==> src/rtl/tqvp_pwm_audio.sv <==
// Sample-streaming PWM audio sink for the TinyQV peripheral bus.
// CPU fills an 8-bit sample FIFO; a rate divider pops samples into a 256-clock PWM.
module tqvp_pwm_audio #(
  parameter int FIFO_DEPTH = 8
) (
  input  logic        clk,
  input  logic        rst_n,
  input  logic [7:0]  ui_in,
  output logic [7:0]  uo_out,
  input  logic [5:0]  address,
  input  logic [31:0] data_in,
  input  logic [1:0]  data_write_n,
  input  logic [1:0]  data_read_n,
  output logic [31:0] data_out,
  output logic        data_ready,
  output logic        user_interrupt
);

  localparam int             AW       = (FIFO_DEPTH > 1) ? $clog2(FIFO_DEPTH) : 1;
  localparam logic [4:0]     LVL_FULL = 5'(FIFO_DEPTH);

  localparam logic [5:0] A_DATA = 6'h00;
  localparam logic [5:0] A_CTRL = 6'h04;
  localparam logic [5:0] A_DIV  = 6'h08;
  localparam logic [5:0] A_STAT = 6'h0C;

  typedef struct packed {
    logic        wr;
    logic        wide;
    logic [5:0]  addr;
    logic [15:0] data;
  } bus_req_t;

  bus_req_t w_req;
  assign w_req.wr   = (data_write_n != 2'b11);
  assign w_req.wide = (data_write_n != 2'b00);
  assign w_req.addr = address;
  assign w_req.data = data_in[15:0];

  // control / status state
  logic          r_en, r_ie, r_unf, r_ovf;
  logic [3:0]    r_lowat;
  logic [15:0]   r_div;
  logic [AW-1:0] r_wp, r_rp;
  logic [4:0]    r_level;
  logic [7:0]    r_mem [FIFO_DEPTH];

  // playback datapath state
  logic [15:0]   r_divcnt;
  logic [7:0]    r_pwm_cnt, r_cur, r_next;
  logic          r_pwm_out, r_tick_d, r_irq;

  logic w_wr_data, w_wr_ctrl, w_wr_div, w_wr_stat;
  logic w_flush, w_full, w_empty, w_tick, w_pop, w_push_ok, w_ovf_set, w_unf_set;
  logic [4:0] w_level_nxt;

  assign w_wr_data = w_req.wr & (w_req.addr == A_DATA);
  assign w_wr_ctrl = w_req.wr & (w_req.addr == A_CTRL);
  assign w_wr_div  = w_req.wr & (w_req.addr == A_DIV);
  assign w_wr_stat = w_req.wr & (w_req.addr == A_STAT);
  assign w_flush   = w_wr_ctrl & w_req.data[2];

  assign w_full    = (r_level == LVL_FULL);
  assign w_empty   = (r_level == 5'd0);
  assign w_tick    = r_en & (r_divcnt == r_div);
  assign w_pop     = w_tick & ~w_empty;
  // A pop in the same cycle frees the slot, so a push into a full FIFO still lands.
  assign w_push_ok = w_wr_data & ~w_flush & (~w_full | w_pop);
  assign w_ovf_set = w_wr_data & ~w_flush & w_full & ~w_pop;
  assign w_unf_set = w_tick & w_empty;

  always_comb begin
    w_level_nxt = r_level;
    case ({w_push_ok, w_pop})
      2'b10:   w_level_nxt = r_level + 5'd1;
      2'b01:   w_level_nxt = r_level - 5'd1;
      default: w_level_nxt = r_level;
    endcase
  end

  always_ff @(posedge clk) begin
    if (!rst_n) begin
      r_en    <= 1'b0;
      r_ie    <= 1'b0;
      r_lowat <= 4'd0;
      r_div   <= 16'd0;
      r_unf   <= 1'b0;
      r_ovf   <= 1'b0;
      r_wp    <= '0;
      r_rp    <= '0;
      r_level <= 5'd0;
    end else begin
      if (w_wr_ctrl) begin
        r_en    <= w_req.data[0];
        r_ie    <= w_req.data[1];
        r_lowat <= w_req.data[7:4];
      end
      if (w_wr_div) begin
        if (w_req.wide) r_div <= w_req.data;
        else            r_div[7:0] <= w_req.data[7:0];
      end
      // New events outrank a same-cycle write-1-to-clear.
      if (w_unf_set)                      r_unf <= 1'b1;
      else if (w_wr_stat & w_req.data[7]) r_unf <= 1'b0;
      if (w_ovf_set)                                   r_ovf <= 1'b1;
      else if (w_wr_stat & w_req.wide & w_req.data[8]) r_ovf <= 1'b0;
      if (w_flush) begin
        r_wp    <= '0;
        r_rp    <= '0;
        r_level <= 5'd0;
      end else begin
        if (w_push_ok) r_wp <= r_wp + AW'(1);
        if (w_pop)     r_rp <= r_rp + AW'(1);
        r_level <= w_level_nxt;
      end
    end
  end

  always_ff @(posedge clk) begin
    if (w_push_ok) r_mem[r_wp] <= w_req.data[7:0];
  end

  always_ff @(posedge clk) begin
    if (!rst_n || !r_en) begin
      r_divcnt  <= 16'd0;
      r_pwm_cnt <= 8'd0;
      r_cur     <= 8'd0;
      r_next    <= 8'd0;
      r_pwm_out <= 1'b0;
      r_tick_d  <= 1'b0;
    end else begin
      // Counter past a freshly lowered DIV simply runs on to 65535 and wraps.
      r_divcnt  <= w_tick ? 16'd0 : r_divcnt + 16'd1;
      r_pwm_cnt <= r_pwm_cnt + 8'd1;
      if (w_pop)              r_next <= r_mem[r_rp];
      if (r_pwm_cnt == 8'hFF) r_cur  <= r_next;
      r_pwm_out <= (r_pwm_cnt < r_cur);
      r_tick_d  <= w_tick;
    end
  end

  always_ff @(posedge clk) begin
    if (!rst_n) r_irq <= 1'b0;
    else        r_irq <= r_en & r_ie & (r_level <= {1'b0, r_lowat});
  end

  always_comb begin
    data_out = 32'd0;
    case (address)
      A_CTRL:  data_out = {24'd0, r_lowat, 2'b00, r_ie, r_en};
      A_DIV:   data_out = {16'd0, r_div};
      A_STAT:  data_out = {23'd0, r_ovf, r_unf, w_full, w_empty, r_level};
      default: data_out = 32'd0;
    endcase
  end

  assign uo_out         = {r_pwm_out, r_tick_d, 6'd0};
  assign data_ready     = 1'b1;
  assign user_interrupt = r_irq;

  logic w_unused;
  assign w_unused = &{1'b0, ui_in, data_read_n, data_in[31:16]};

endmodule

==> config.mk <==
export PLATFORM = sky130hd
export DESIGN_NAME = tqvp_pwm_audio
export DESIGN_NICKNAME = d
export VERILOG_FILES = /design/src/rtl/tqvp_pwm_audio.sv
export SDC_FILE = /design/constraint.sdc
export NUM_CORES = 1
export LEC_CHECK = 0
export BUFFER_PORTS_ARGS = -buffer_cell sky130_fd_sc_hd__buf_2
export CORE_ASPECT_RATIO = 1.75
export CORE_MARGIN = 4
export CORE_UTILIZATION = 50
export DETAILED_ROUTE_END_ITERATION = 12
export PLACE_DENSITY = 0.71
export SLEW_MARGIN = 20
export SYNTH_ARGS = -nofsm -noshare
export SYNTH_HDL_FRONTEND = slang
export SYNTH_SLANG_ARGS = --single-unit
==> constraint.sdc <==
create_clock -name clk -period 4 [get_ports clk]
set_clock_uncertainty 0.2 [all_clocks]
set_input_delay 0.8 -clock clk [delete_from_list [all_inputs] [get_ports clk]]
set_output_delay 0.8 -clock clk [all_outputs]
set_load 0.02 [all_outputs]
=== After elaboration in Yosys (flattened, before gate mapping) ===
Memories as Yosys holds them, arrays and structs flattened. A register that Yosys moved wholly into a read port is not among the register bits.
Cells that the tools add are included.

* Input bits: 52
* Memories kept: 1
* RAM bits: 64
* Flip-flop bits (word level): 70
* Output and inout port bits: 42

* Magnitude comparators: 2
* Add/subtract/negate cells: 6
* Reduce and logical (&&, ||, !) cells: 12
* Mux-type cells: 8
* Bitwise logic cells: 23
* Eq/ne operators: 9

{| class="wikitable"
|+ Memories
! memory !! depth !! width !! read ports !! clocked after Yosys merged registers in !! wr ports !! line !! RTL
|-
| r_mem || 8 || 8 || 1 || 1 || 1 || 46 || <nowiki>logic [7:0] r_mem [FIFO_DEPTH];</nowiki>
|}

{| class="wikitable"
|+ Operators by type and width
! cell !! count
|-
| 16-bit one-hot mux with 3 select lines || 1
|-
| 1-bit AND || 17
|-
| 16-bit by 1-bit adder with 16-bit output (second input constant) || 1
|-
| 16-bit equality test || 1
|-
| 6-bit by 4-bit equality test with 1-bit output (second input constant) || 2
|-
| 5-bit one-hot mux with 2 select lines || 1
|-
| 8-bit by 1-bit adder with 8-bit output (second input constant) || 1
|-
| 8-bit equality test (second input constant) || 1
|-
| 8-bit less-than comparator || 1
|-
| 2-bit nonzero test || 4
|-
| 3-bit by 1-bit adder with 3-bit output (second input constant) || 2
|-
| 6-bit by 3-bit equality test with 1-bit output (second input constant) || 1
|-
| 6-bit logical NOT || 1
|-
| 1-bit two-way mux || 6
|-
| 5-bit by 1-bit adder with 5-bit output (second input constant) || 1
|-
| 5-bit by 4-bit equality test with 1-bit output (second input constant) || 1
|-
| 5-bit by 4-bit less-or-equal comparator with 1-bit output || 1
|-
| 5-bit logical NOT || 1
|-
| 1-bit NOT || 5
|-
| 5-bit by 1-bit subtractor with 5-bit output (second input constant) || 1
|-
| 2-bit OR reduction || 2
|-
| 2-bit by 1-bit equality test with 1-bit output (second input constant) || 1
|-
| 2-bit equality test (second input constant) || 1
|-
| 1-bit logical NOT || 2
|-
| other kinds (4) || 4
|}

=== Longest topological paths before layout ===
* Word-level depth: 8
* Depth in mapped cells: 12
* Mapped depth without buffers: 12

=== Worst setup path before layout ===
Ideal clock, no wire load.

* Path type: input to register
* From: input port address[5]
* To: memory r_mem[0][0] (enable)
* Path buffers: 0
* Arrival time: 2.692 ns
* Required time: 3.417 ns
* Stages: 6
* Slack: 0.725 ns
* Path through: nor4_4 > nand2_1 > or3_1 > o21a_1 > or2_1 > nor3_1

* Longest elaborated chain between the ends: 8
* Elaborated cells on any way between the ends: 10
* Those cells by class: eq/ne (1); mux (2); bitwise (6); reduce/logical (1)

{| class="wikitable"
|+ RTL lines
! element !! line !! RTL
|-
| start: declaration || 10 || <nowiki>input logic [5:0] address,</nowiki>
|-
| 6-bit by 3-bit equality test with 1-bit output || 58 || <nowiki>assign w_wr_ctrl = w_req.wr & (w_req.addr == A_CTRL);</nowiki>
|-
| 1-bit AND || 58 ||
|-
| 1-bit AND || 61 || <nowiki>assign w_flush = w_wr_ctrl & w_req.data[2];</nowiki>
|-
| 1-bit NOT || 68 || <nowiki>assign w_push_ok = w_wr_data & ~w_flush & (~w_full | w_pop);</nowiki>
|-
| 1-bit AND (*) (2 in series) || 68 ||
|-
| 1-bit two-way mux (*) || 120 || <nowiki>if (w_push_ok) r_mem[r_wp] <= w_req.data[7:0];</nowiki>
|-
| 1-bit two-way mux (not written as such) (*) || 120 ||
|-
| end: declaration || 46 ||
|}

Mark *: on every way between the ends. The rest lies on a longest branch, timed or not.

=== Final worst setup path ===
* From: register r_divcnt[2]
* To: register r_level[4]

* Longest elaborated chain between the ends: 7
* Elaborated cells on any way between the ends: 9
* Those cells by class: eq/ne (3); mux (1); bitwise (4); reduce/logical (1)

{| class="wikitable"
|+ RTL lines
! element !! line !! RTL
|-
| start: declaration || 49 || <nowiki>logic [15:0] r_divcnt;</nowiki>
|-
| start signal: assignment || 133 || <nowiki>r_divcnt <= w_tick ? 16'd0 : r_divcnt + 16'd1;</nowiki>
|-
| 16-bit equality test (*) || 65 || <nowiki>assign w_tick = r_en & (r_divcnt == r_div);</nowiki>
|-
| 1-bit AND (*) || 65 ||
|-
| 1-bit AND (*) || 66 || <nowiki>assign w_pop = w_tick & ~w_empty;</nowiki>
|-
| 1-bit OR || 68 ||
|-
| 1-bit AND || 68 ||
|-
| 2-bit by 1-bit equality test with 1-bit output or 2-bit equality test (tied branches) || 74 || <nowiki>case ({w_push_ok, w_pop})</nowiki>
|-
| 5-bit one-hot mux with 2 select lines or 2-bit nonzero test (tied branches) || n/a ||
|-
| end signal: assignment || 114 || <nowiki>r_level <= w_level_nxt;</nowiki>
|-
| end: declaration || 45 || <nowiki>logic [4:0] r_level;</nowiki>
|}

Marks and branches as above.
A chain may end at the register's enable or synchronous reset.

==> results.txt <==
outcome = completed
cell taking the most area after synthesis = edfxtp_1
Final #Nets = 712
vias in the first global route = 4976
Routed wire per std cell = 18.8 um
Detail Placement HPWL = 11600 um
# port buffers = 44
WL final = 15500 um
total gr overflow = 0
number of gates resized after CTS = 0
P_leak = 2.70 nW
Slew @ Worst Pin = 0.868 ns
Final Hold Violating Endpoints = 0
CP max FO = 5
most frequent cells in the layout = 77 x dfxtp_1, 72 x nor2_1, 64 x edfxtp_1, 44 x nand2_1, 44 x buf_2
share of cells above drive strength 1 = 17.6%
first-pass GRT wire length = 24800 um
Comb pwr share = 2.8%
RSZ-0062 raised after global routing = false
Worst Min Path Start = r_pwm_cnt[0]$_SDFF_PP0_
Final Non-Filler Cells = 825
Setup CP Type = reg2reg
largest net degree at the start of global routing = 32
area delta synth->final = 14.4%
final-report setup violation count = 0
PD cells = 423 nW/um^2
Residual DRC = 0
Final Power = 3.18 mW
total number of yosys warnings = 0
peak supply drop = 0.383 mV
1st-iter DRT viols = 316
Diodes inserted = 0
max cap viols = 0
Inst Count DP = 793
EDFF count, synth = 64
Slew HR = 41.4%
Root Driver = clkbuf_16
ys flop type = dfxtp_1
die height = 160 um
Worst Hold Class = reg2reg
Pint = 2.44 mW
worst setup path start = r_divcnt[2]$_SDFF_PP0_
fmax = 280 MHz
final period utilization = 89.4%
filler cell count in the final layout = 1100
synth unique cells = 56
total CTS buffers = 17
CP startpoint kind = register
clock share of power = 49.5%
post-synth top area share = 29.2%
io pins = 94
routability cong. = 0.916
post-synthesis register bit count = 142
post-synthesis sequential area ratio = 53.0%
full die area = 15100 um^2
Final Critical Period = 3.58 ns
via/cell ratio = 5.56
setup tns final = 0 ns
Pre-Repair DR Iteration Count = 4
P_sw = 0.741 mW
Worst EP arrival = 3.71 ns
FFs w/ async S/R, synth = 0%
row count = 55
most common cell after layout, fill and taps aside = dfxtp_1
clk sinks = 142
Crit Reg-Reg Startpoint = r_divcnt[2]$_SDFF_PP0_
clock transition at the registers of the reported paths = 0.07 ns
Via Count = 4586
Syn Inst Count = 588
CTS Hold Bufs = 0
Core Region = 12900 um^2
top post-synthesis cells by area = edfxtp_1 29%, dfxtp_1 24%, mux4_2 5.5%, mux2i_1 4.6%, nor2_1 4.1%
Sequential Power Share = 47.7%
Switching Share = 23.3%
Final Util = 58.2%
GRT Total Usage = 21.8%
width of the die = 94.7 um
H-Tree Level Count = 4
Setup Buffers After CTS = 0
average size of a mapped cell = 11.2 um^2
later-pin clock latency in the skew report = 0.41 ns
critical path required time = 4.14 ns
Initial Util = 50.8%
crit end category = register
clk buf depth = 2
initial antenna violation count = 0
Slew Limit Fails = 0
CTS tree = done
ANT nets after route = 0
synthesized cell area = 6580 um^2
-- logic make-up (layout without fill, tap and decap cells) --
family	Yosys count	after routing	synth area share [%]
and+or+nand+nor	199	199	14.7
DFF	142	142	53.0
AOI/OAI and AO/OA	73	73	7.59
buffers and inverters	66	111	5.36
muxes	46	46	10.0
xor gates and xnor gates	41	41	5.46
adders and majority gates	19	19	3.73
other	2	23	0.114
-- state kept, by name, indices dropped and copies added, names as in the netlist --
| signal | count |
|---|---|
| r_ie | 1 |
| r_pwm_out | 1 |
| r_pwm_cnt | 8 |
| r_cur | 8 |
| r_next | 8 |
| r_tick_d | 1 |
| r_ovf | 1 |
| user_interrupt | 1 |
| r_lowat | 4 |
| r_mem | 64 |
| r_level | 5 |
| r_en | 1 |
| r_wp | 3 |
| r_divcnt | 16 |
| r_div | 16 |
| r_rp | 3 |
| r_unf | 1 |
-- power by group through the flow --
stage                     logic (mW)  registers [mW]  clock network [mW]
after floorplan               0.0671            1.55                   0
after global placement        0.0849            1.55                   0
after detailed placement      0.0880            1.55                   0
after CTS                     0.0887            1.52                1.60
after global routing          0.0983            1.52                1.69
final                         0.0899            1.52                1.58
-- final cells by class --
| class | count | area (um^2) | share of cell area (%) |
|---|---|---|---|
| clock buffer | 19 | 475 | 6.32 |
| clock inverter | 13 | 133 | 1.76 |
| inverter | 22 | 82.6 | 1.10 |
| multi-input combinational | 401 | 2820 | 37.5 |
| sequential | 142 | 3480 | 46.3 |
| tap | 171 | 214 | 2.84 |
| timing repair buffer | 57 | 318 | 4.22 |
-- path summary, 6_finish.rpt --
check | to | slack (ns) | depth (start not counted)
setup / recovery | r_level[4]$_SDFFE_PP0P_ | 0.42 | 12
hold / removal | r_pwm_cnt[0]$_SDFF_PP0_ | 0.27 | 1
setup reg to reg | r_level[4]$_SDFFE_PP0P_ | 0.42 | 12
hold reg to reg | r_pwm_cnt[0]$_SDFF_PP0_ | 0.27 | 1
-- worst max-delay path: stages, from the launching register on --
cell and delay [ns]:
dfxtp_1 0.47, xor2_1 0.13, nor4_2 0.38, nand2_1 0.09, nand4bb_1 0.25, or3_1 0.43
inv_1 0.12, ha_1 0.27, nor2b_1 0.15, o21a_1 0.21, or4_1 0.40, a211o_1 0.31
o211ai_1 0.09
-- cell usage after synthesis (2+ instances only) --
| master | n |
|---|---|
| buf_2 | 6 |
| o21ai_0 | 11 |
| or4_1 | 2 |
| and2_1 | 9 |
| inv_1 | 21 |
| edfxtp_1 | 64 |
| o21a_1 | 2 |
| a21oi_1 | 21 |
| o211ai_1 | 2 |
| nor4_1 | 2 |
| a41oi_1 | 2 |
| mux2i_1 | 30 |
| a22o_1 | 8 |
| nor3_1 | 7 |
| or2_1 | 2 |
| a21o_1 | 4 |
| nand3_1 | 30 |
| xor2_1 | 19 |
| conb_1 | 2 |
| nand4_1 | 4 |
| a211o_1 | 2 |
| nor4_2 | 2 |
| a211oi_1 | 10 |
| or3_1 | 6 |
| nand2b_1 | 5 |
| nand2_1 | 44 |
| xnor2_1 | 22 |
| nor2_1 | 72 |
| dfxtp_1 | 78 |
| and3_1 | 5 |
| ha_1 | 18 |
| mux4_2 | 16 |
| buf_4 | 26 |
| buf_1 | 3 |
| nor2b_1 | 2 |
| clkbuf_1 | 9 |
-- routing by layer --
| layer | track usage (%) | wire length, um | vias to the layer above |
|---|---|---|---|
| li1 | - | - | 2162 |
| met1 | 19.8 | 4970 | 2206 |
| met2 | 41.5 | 8940 | 166 |
| met3 | 4.52 | 675 | 52 |
| met4 | 13.5 | 909 | 0 |
| met5 | 0 | 0 | - |
-- per-stage QoR --
stage | area [um^2] | hold slack, ns | worst slack (ns)
floorplan | 6660 | 0.225 | 0.725
global placement | 6920 | 0.238 | 0.393
detailed placement | 6920 | 0.252 | 0.352
CTS | 7530 | 0.268 | 0.451
global route | 7530 | 0.307 | 0.257
finish | 7530 | 0.265 | 0.423
No activity file was read; power rests on OpenSTA's default activity.
